### src/rtl/hazard_ctrl.sv
// Pipeline hazard controller for the 5-stage RV32I core: load-use and ID-branch stalls, dmem freeze.
// Optional performance counters are compiled in with `define HAZARD_PERF_EN.
module hazard_ctrl (
  input  logic       clk,
  input  logic       rst,
  input  logic [6:0] id_opcode,
  input  logic [4:0] id_rs1,
  input  logic [4:0] id_rs2,
  input  logic       id_branch_taken,
  input  logic [4:0] ex_rd,
  input  logic       ex_reg_write,
  input  logic       ex_mem_read,
  input  logic [4:0] mem_rd,
  input  logic       mem_mem_read,
  input  logic       dmem_busy,
  output logic       pc_write,
  output logic       if_id_write,
  output logic       if_id_flush,
  output logic       id_ex_bubble,
  output logic       pipe_adv,
  output logic [1:0] hz_state
`ifdef HAZARD_PERF_EN
  ,
  output logic [31:0] perf_stall_cnt,
  output logic [31:0] perf_flush_cnt,
  output logic [31:0] perf_freeze_cnt
`endif
);

  localparam int unsigned OP_W  = 7;
  localparam int unsigned REG_W = 5;

  localparam logic [OP_W-1:0] OP_LUI   = 7'b0110111;
  localparam logic [OP_W-1:0] OP_AUIPC = 7'b0010111;
  localparam logic [OP_W-1:0] OP_JAL   = 7'b1101111;
  localparam logic [OP_W-1:0] OP_JALR  = 7'b1100111;
  localparam logic [OP_W-1:0] OP_R     = 7'b0110011;
  localparam logic [OP_W-1:0] OP_S     = 7'b0100011;
  localparam logic [OP_W-1:0] OP_B     = 7'b1100011;

  typedef enum logic [1:0] {
    ST_RUN    = 2'b00,
    ST_STALL2 = 2'b01,
    ST_FROZEN = 2'b10
  } state_t;

  state_t state, next_state, eff_state, hz_mode;
  logic   saved, saved_d;

  // Operand-use decode and register match against EX / MEM destinations
  logic uses_rs1, uses_rs2, is_br;
  logic match_ex, match_mem;
  logic need1, need2;

  assign uses_rs1 = (id_opcode != OP_LUI) && (id_opcode != OP_AUIPC) && (id_opcode != OP_JAL);
  assign uses_rs2 = (id_opcode == OP_R) || (id_opcode == OP_S) || (id_opcode == OP_B);
  assign is_br    = (id_opcode == OP_B) || (id_opcode == OP_JALR);

  assign match_ex  = (ex_rd != REG_W'(0)) &&
                     ((uses_rs1 && (id_rs1 == ex_rd)) || (uses_rs2 && (id_rs2 == ex_rd)));
  assign match_mem = (mem_rd != REG_W'(0)) &&
                     ((uses_rs1 && (id_rs1 == mem_rd)) || (uses_rs2 && (id_rs2 == mem_rd)));

  assign need2 = is_br && match_ex && ex_mem_read;
  assign need1 = (is_br && match_ex && ex_reg_write) ||
                 (is_br && match_mem && mem_mem_read) ||
                 (match_ex && ex_mem_read);

  // Leaving FROZEN resumes the saved state in the same cycle
  assign eff_state = (state == ST_FROZEN) ? (saved ? ST_STALL2 : ST_RUN) : state;

  always_ff @(posedge clk) begin
    if (rst) begin
      state <= ST_RUN;
      saved <= 1'b0;
    end else begin
      state <= next_state;
      saved <= saved_d;
    end
  end

  always_comb begin
    next_state   = ST_RUN;
    saved_d      = saved;
    hz_mode      = ST_RUN;
    pc_write     = 1'b1;
    if_id_write  = 1'b1;
    if_id_flush  = 1'b0;
    id_ex_bubble = 1'b0;
    pipe_adv     = 1'b1;
    if (rst) begin
      saved_d = 1'b0;
    end else if (dmem_busy) begin
      next_state  = ST_FROZEN;
      saved_d     = (eff_state == ST_STALL2);
      hz_mode     = ST_FROZEN;
      pc_write    = 1'b0;
      if_id_write = 1'b0;
      pipe_adv    = 1'b0;
    end else begin
      // hz_state reports the mode actually applied this cycle
      hz_mode = eff_state;
      case (eff_state)
        ST_RUN: begin
          if (need2 || need1) begin
            pc_write     = 1'b0;
            if_id_write  = 1'b0;
            id_ex_bubble = 1'b1;
            next_state   = need2 ? ST_STALL2 : ST_RUN;
          end else begin
            if_id_flush = id_branch_taken;
          end
        end
        ST_STALL2: begin
          pc_write     = 1'b0;
          if_id_write  = 1'b0;
          id_ex_bubble = 1'b1;
        end
        default: ;
      endcase
    end
  end

  assign hz_state = hz_mode;

`ifdef HAZARD_PERF_EN
  // Event counters, free-running with natural wrap
  always_ff @(posedge clk) begin
    if (rst) begin
      perf_stall_cnt  <= 32'd0;
      perf_flush_cnt  <= 32'd0;
      perf_freeze_cnt <= 32'd0;
    end else begin
      if (id_ex_bubble)       perf_stall_cnt  <= perf_stall_cnt + 32'd1;
      if (if_id_flush)        perf_flush_cnt  <= perf_flush_cnt + 32'd1;
      if (state == ST_FROZEN) perf_freeze_cnt <= perf_freeze_cnt + 32'd1;
    end
  end
`endif

endmodule
### config.mk
export PLATFORM = sky130hd
export DESIGN_NAME = hazard_ctrl
export DESIGN_NICKNAME = d
export VERILOG_FILES = /design/src/rtl/hazard_ctrl.sv
export SDC_FILE = /design/constraint.sdc
export NUM_CORES = 1
export LEC_CHECK = 0
export ABC_AREA = 1
export CAP_MARGIN = 10
export CORE_MARGIN = 2
export CORE_UTILIZATION = 38
export DETAILED_ROUTE_END_ITERATION = 16
export PLACE_DENSITY = 0.84
export SYNTH_ARGS = -nofsm -noshare
export SYNTH_HDL_FRONTEND = slang
export SYNTH_SLANG_ARGS = --single-unit
### constraint.sdc
create_clock -name clk -period 3.1 [get_ports clk]
set_clock_uncertainty 0.15 [all_clocks]
set_input_delay 0.465 -clock clk [delete_from_list [all_inputs] [get_ports clk]]
set_output_delay 0.465 -clock clk [all_outputs]
set_load 0.01 [all_outputs]
==> reports/qor.yml <==
run_status:
  status: "completed"
place:
  post-place-ws_ns: 0.1009
  io_buffers: 40
  gp_congestion: 0.8312
  placed_cell_area_um2: 1039
  dp_hpwl_um: 1467
power:
  finalPower_mw: 0.2122
  power.leakage_nw: 0.5433
  ir_drop_uv: 132.2
  pwr-share-clk_pct: 30.7
  power_density_nw_per_um2: 197.9
  switching_power_mw: 0.06187
  comb_power_share_pct: 50.4
  switching_share_pct: 29.16
  p_int_mw: 0.1503
  power_frac_seq_pct: 18.9
setup_path:
  crit_type: "input port to primary output"
  cp-end-kind: "primary output"
  cp.required_ns: 2.48
  cp_max_fo: 3
  cp-start-kind: "input port"
  worstSetupStartpoint: "id_rs1[0]"
  crit_arrival_ns: 2.21
  cp_cell_sequence: "clkdlybuf4s50_1 > inv_1 > or2_1 > nand3_1 > nor2_1 > nand3_1 > nand2_1 > nand2_1 > nand2_2 > nor2_1 > clkdlybuf4s50_1"
  rr_startpoint: "state[1]"
  cpPeakStageDelay_ns: 0.54
  rrSetupSlack_ns: 1.95
  r2r_cells: 4
  cpMaxStageDelayCell: "clkdlybuf4s50_1"
yosys:
  netlist-cell-type-count: 20
  avgSynthCellArea_um2: 5.586
  ys_warn_count: 0
  netlist_area_um2: 625.6
  ys_seq_area_share_pct: 9.600
  synth-seq-cells: 3
  synth_nets: 146
  synth_cells: 112
timing:
  setup_viol: 0
  finalCriticalPeriod_ns: 2.824
  layout_setup_ws_ns: 0.2764
  rsz0062_at_grt: "false"
  holdWs_ns: 0.3071
  fin_crit_sh_pct: 91.08
  tns_ns: 0
  slew_headroom_pct: 81.14
  final_hold_viol_count: 0
  drv_slew: 0
  tightest_slew_ns: 0.2829
  fmax_mhz: 354.2
die:
  dieArea_um2: 1987
  initial_core_util_pct: 41.05
  num_io_pins: 41
  die_h_um: 44.58
  fp.dieW_um: 44.58
  core.rowCount: 14
  coreArea_um2: 1524
clocking:
  cts_buffers: 3
  root_buffer: "clkbuf_4"
  cts.sinks: 3
  clk_latency_ns: 0.22
  clk_pin_slew_ns: 0.04
  tritoncts: "yes"
  cts_buffer_depth: 2
  htreeDepth: 1
  ctsHoldBuffers: 0
routing:
  drc: 0
  ant_nets: 0
  viasPerCell: 4.579
  first_pass_iters: 4
  num_vias: 783
  first_iter_violations: 8
  wl_per_cell_um: 9.117
  finalWirelength_um: 1559
hold_path:
  min-delay-start: "saved"
  holdPathStages: 2
  worstHoldPathType: "register to register"
global_routing:
  gr-total-overflow: 0
  antenna_found_initial: 0
  grt_pass1_wl_um: 2573
  grt_use_total_pct: 16.72
  grt_pass1_vias: 710
  grt_max_degree: 5
final_layout:
  nFillCells: 143
  syn2layout_area_growth_pct: 71.40
  finalInstanceArea_um2: 1072
  layout-drive-gt1-share_pct: 10.32
  antenna_cells: 0
  register_area_um2: 60.06
  multi_input_area_um2: 483.0
  layout.nets: 190
job:
  maxCapViolCount: 0
kinds of logic after synthesis:
| family | count (synthesis) | synth area share (%) |
|---|---|---|
| xor+xnor | 15 | 21.00 |
| flops | 3 | 9.600 |
| simple gates | 67 | 50.20 |
| compound gates | 6 | 5.999 |
| buf+inv | 21 | 13.20 |
area by class of cell:
cell class,count,area share (%)
Tap cell,16,1.867
Inverter,20,7.001
Sequential cell,3,5.601
Timing Repair Buffer,40,38.04
Clock buffer,4,2.450
Multi-Input combinational cell,88,45.04
registers in the layout, indices dropped and copies added (netlist names):
register and count:
state 2, saved 1
path summary, 6_finish.rpt:
kind | to
setup / recovery | if_id_flush
hold / removal | saved
setup reg to reg | saved
hold reg to reg | saved
worst max-delay path: cells and delay by family:
family	cells	cell delay, ns
simple gates	8	0.67
buf+inv	3	1.07
per-stage QoR:
| stage | utilization [%] | cells |
|---|---|---|
| after floorplan | - | 112 |
| after global placement | 68.14 | 167 |
| after detailed placement | 68.14 | 167 |
| after CTS | 69.87 | 171 |
| after global routing | 70.36 | 171 |
| final | 70.36 | 171 |
metal layers:
layer	wire, µm	vias up	global-route usage (%)
li1	-	428	-
met1	622	325	17.96
met2	808	30	33.62
met3	129	0	2.041
met4	0	0	3.636
met5	0	-	0
cells in the final DEF, fill, tap and decap left out, types with 2 or more instances in the layout:
| cell | Yosys | routed |
|---|---|---|
| a21oi_2 | 2 | 2 |
| xor2_1 | 9 | 9 |
| clkdlybuf4s50_1 | 0 | 37 |
| nand3_1 | 8 | 8 |
| xnor2_1 | 6 | 6 |
| dfxtp_1 | 3 | 3 |
| inv_2 | 4 | 4 |
| clkbuf_4 | 0 | 3 |
| a21oi_1 | 3 | 3 |
| nor2_1 | 15 | 15 |
| nand2_2 | 3 | 3 |
| nor3_2 | 2 | 2 |
| nand2_1 | 32 | 32 |
| nor3_1 | 2 | 2 |
| dlymetal6s2s_1 | 0 | 3 |
| inv_1 | 16 | 16 |
power by group through the flow:
stage                     Clock, mW  Sequential [mW]  Combinational, mW
after global routing         0.0684           0.0400              0.117
final                        0.0652           0.0400              0.107
after global placement            0           0.0406              0.106
after CTS                    0.0662           0.0400              0.108
after detailed placement          0           0.0406              0.108
after floorplan                   0           0.0405             0.0433
what timing repair did:
action                                  CTS  global route
endpoints found under the setup margin    0             3
resized for setup                         0             3
setup buffers                             0             0
synth_stat cells:
cell / count / area [µm²]
nand2_1: 32 / 120.1
inv_1: 16 / 60.06
nor2_1: 15 / 56.30
xor2_1: 9 / 78.83
nand3_1: 8 / 40.04
xnor2_1: 6 / 52.55
inv_2: 4 / 15.01
a21oi_1: 3 / 15.01
dfxtp_1: 3 / 60.06
nand2_2: 3 / 18.77
a21oi_2: 2 / 17.52
nor3_1: 2 / 10.01
nor3_2: 2 / 20.02
buf_4: 1 / 7.510
nand3_2: 1 / 10.01
nand3b_4: 1 / 20.02
nand4_1: 1 / 6.260
nor4_1: 1 / 6.260
o21ai_0: 1 / 5.000
or2_1: 1 / 6.260
Power figures use the tool's default switching activity.
==> RTL edit, RTL diff (same flow settings) <==
Put a register stage on the output `hz_state`, cleared by the reset. The value now appears one clock later. The other outputs are not delayed to match. Comments in the files are not updated.
--- a/src/rtl/hazard_ctrl.sv
+++ b/src/rtl/hazard_ctrl.sv
@@ -121,7 +121,13 @@
     end
   end
 
-  assign hz_state = hz_mode;
+  always_ff @(posedge clk) begin
+    if (rst) begin
+      hz_state <= '0;
+    end else begin
+      hz_state <= hz_mode;
+    end
+  end
 
 `ifdef HAZARD_PERF_EN
   // Event counters, free-running with natural wrap
Behaviour: not the same (a bounded check fails within 4 cycles, from zero or initial values and one cycle with rst high).
==> RTL edit against the original RTL <==
Area after synthesis rose by 2.6%; clock power rose by 17%; largest cell class unchanged; via count rose by 3.8%; final cell count rose by 0.58%; setup slack improved by 0.027 ns; final area rose by 2.0%; power rose by 18%; critical path type unchanged; sequential cell count rose by 2; sequential share of layout area rose by 3.6 points; fmax rose by 0.98%; routed wire length rose by 13%.
==> RTL edit: results (changes against the original RTL) <==
async_flop_share_pct: 0  # unchanged
synth_warnings: 0  # unchanged
ys_types: 17  # was 20
insertion_delay_ns: 0.25  # was 0.22 ns
n_antenna_cell: 0  # unchanged
syn_nets: 147  # was 146
min_path_cells: 2  # unchanged
reg_top3: "hz_state (2), state (2), saved (1)"  # was state (2), saved (1)
cts.htree.levels: 1  # unchanged
r2r_cells: 4  # unchanged
io_buffers: 40  # unchanged
grt_pass1_vias: 738  # was 710
grt_first_pass_wirelength_mm: 2.90  # was 2.57 mm
grt_max_degree: 5  # unchanged
firstDrtPassIters: 4  # unchanged
p_leak_nw: 0.542  # was 0.543 nW
root_buffer: "clkbuf_4"  # unchanged
ys.flop_type: "dfxtp_1"  # unchanged
fillers: 138  # was 143
critPathLaunch: "id_opcode[6]"  # was id_rs1[0]
tightest_slew_ns: 0.297  # was 0.283 ns
drt-total-wl_mm: 1.76  # was 1.56 mm
antenna_found_initial: 0  # unchanged
fin_cells: 172  # was 171
vias: 813  # was 783
netlist_top_cells_count: "nand2_1, inv_1, nor2_1, nand3_1, xor2_1"  # was nand2_1, inv_1, nor2_1, xor2_1, nand3_1
drive_gt1_share_pct: 7.05  # was 10.3%
numCtsBuffers: 3  # unchanged
min_path_type: "reg -> reg"  # unchanged
dp_hpwl_mm: 1.52  # was 1.47 mm
drt_iter0_drc: 20  # was 8
track_usage_pct: 19.3  # was 16.7%
crit_arrival_ns: 2.18  # was 2.21 ns
cp_slowest_stage_delay_ns: 0.54  # about the same
cp_slowest_cell: "clkdlybuf4s50_1"  # unchanged
ys_seq_area_share_pct: 15.6  # was 9.60%
min_from: "saved$_SDFFE_PP0P_"  # unchanged
clk_pin_slew_ns: 0.04  # about the same
yosys-top-cells-area: "nand2_1, dfxtp_1, inv_1, xor2_1, xnor2_1"  # was nand2_1, xor2_1, dfxtp_1, inv_1, nor2_1
ir_drop_mv: 0.197  # was 0.132 mV
critPathMaxFanout: 4  # was 3
finalWeightedCongestion: 0.766  # was 0.831
postSynthCellCount: 113  # was 112
final_nets: 191  # was 190
r2r_start: "state[1]$_SDFF_PP0_"  # unchanged
clockBufferDepth: 2  # unchanged
status: "finished, final reports clean"  # unchanged
==> RTL edit: stage by stage <==
stage	setup slack, ns	area (um^2)	hold slack [ns]	total power, mW	util, %
global route	0.149	1090	0.346	0.270	70.9
floorplan	1.05	642	0.279	0.109	-
global placement	0.127	1050	0.298	0.172	68.4
finish	0.304	1090	0.313	0.250	70.9
CTS	0.0674	1080	0.318	0.252	70.1
detailed placement	0.0704	1050	0.307	0.174	68.4
==> RTL edit: area by class of cell <==
class	instances	area (um^2)	area share, %
Multi-Input combinational cell	86	460	42.1
Timing Repair Buffer	40	408	37.3
Sequential cell	5	100	9.15
Inverter	21	78.8	7.21
Clock buffer	4	26.3	2.40
Tap cell	16	20.0	1.83
==> RTL edit: critical path, delay by kind of cell <==
kind	cells	cell delay (ns)
buffers and inverters	2	1.08
and+or+nand+nor	8	0.64
==> RTL edit: worst paths after layout <==
check                       end  slack [ns]
min reg2reg  saved$_SDFFE_PP0P_        0.31
max reg2reg  saved$_SDFFE_PP0P_        1.92
min          saved$_SDFFE_PP0P_        0.31
max                 if_id_flush        0.30
==> RTL edit: cell families after synthesis <==
| logic type | after synthesis | share of synthesized area [%] |
|---|---|---|
| AOI/OAI and AO/OA | 7 | 7.21 |
| and+or+nand+nor | 64 | 43.3 |
| DFF | 5 | 15.6 |
| buffers and inverters | 22 | 13.5 |
| xor gates and xnor gates | 15 | 20.5 |
==> RTL edit: power by group <==
part / internal (mW) / total [mW] / leakage, nW / switching, mW
sequential: 0.0660 / 0.0666 / 0.0408 / 0.000582
combinational: 0.0624 / 0.107 / 0.487 / 0.0442
clock: 0.0487 / 0.0764 / 0.0150 / 0.0277
total: 0.177 / 0.250 / 0.542 / 0.0725
==> RTL edit: timing repair <==
item	4_1_cts	5_1_grt
endpoints found under the setup margin	0	3
buffers inserted	0	0
gates resized for setup	0	4
==> RTL edit: per-layer routing <==
layer  track usage [%]  vias to the layer above  wire (um)
li1                  -                      431          -
met1              23.5                      351        762
met2              33.1                       29        835
met3              6.40                        2        148
met4              3.53                        0          8
met5                 0                        -          0
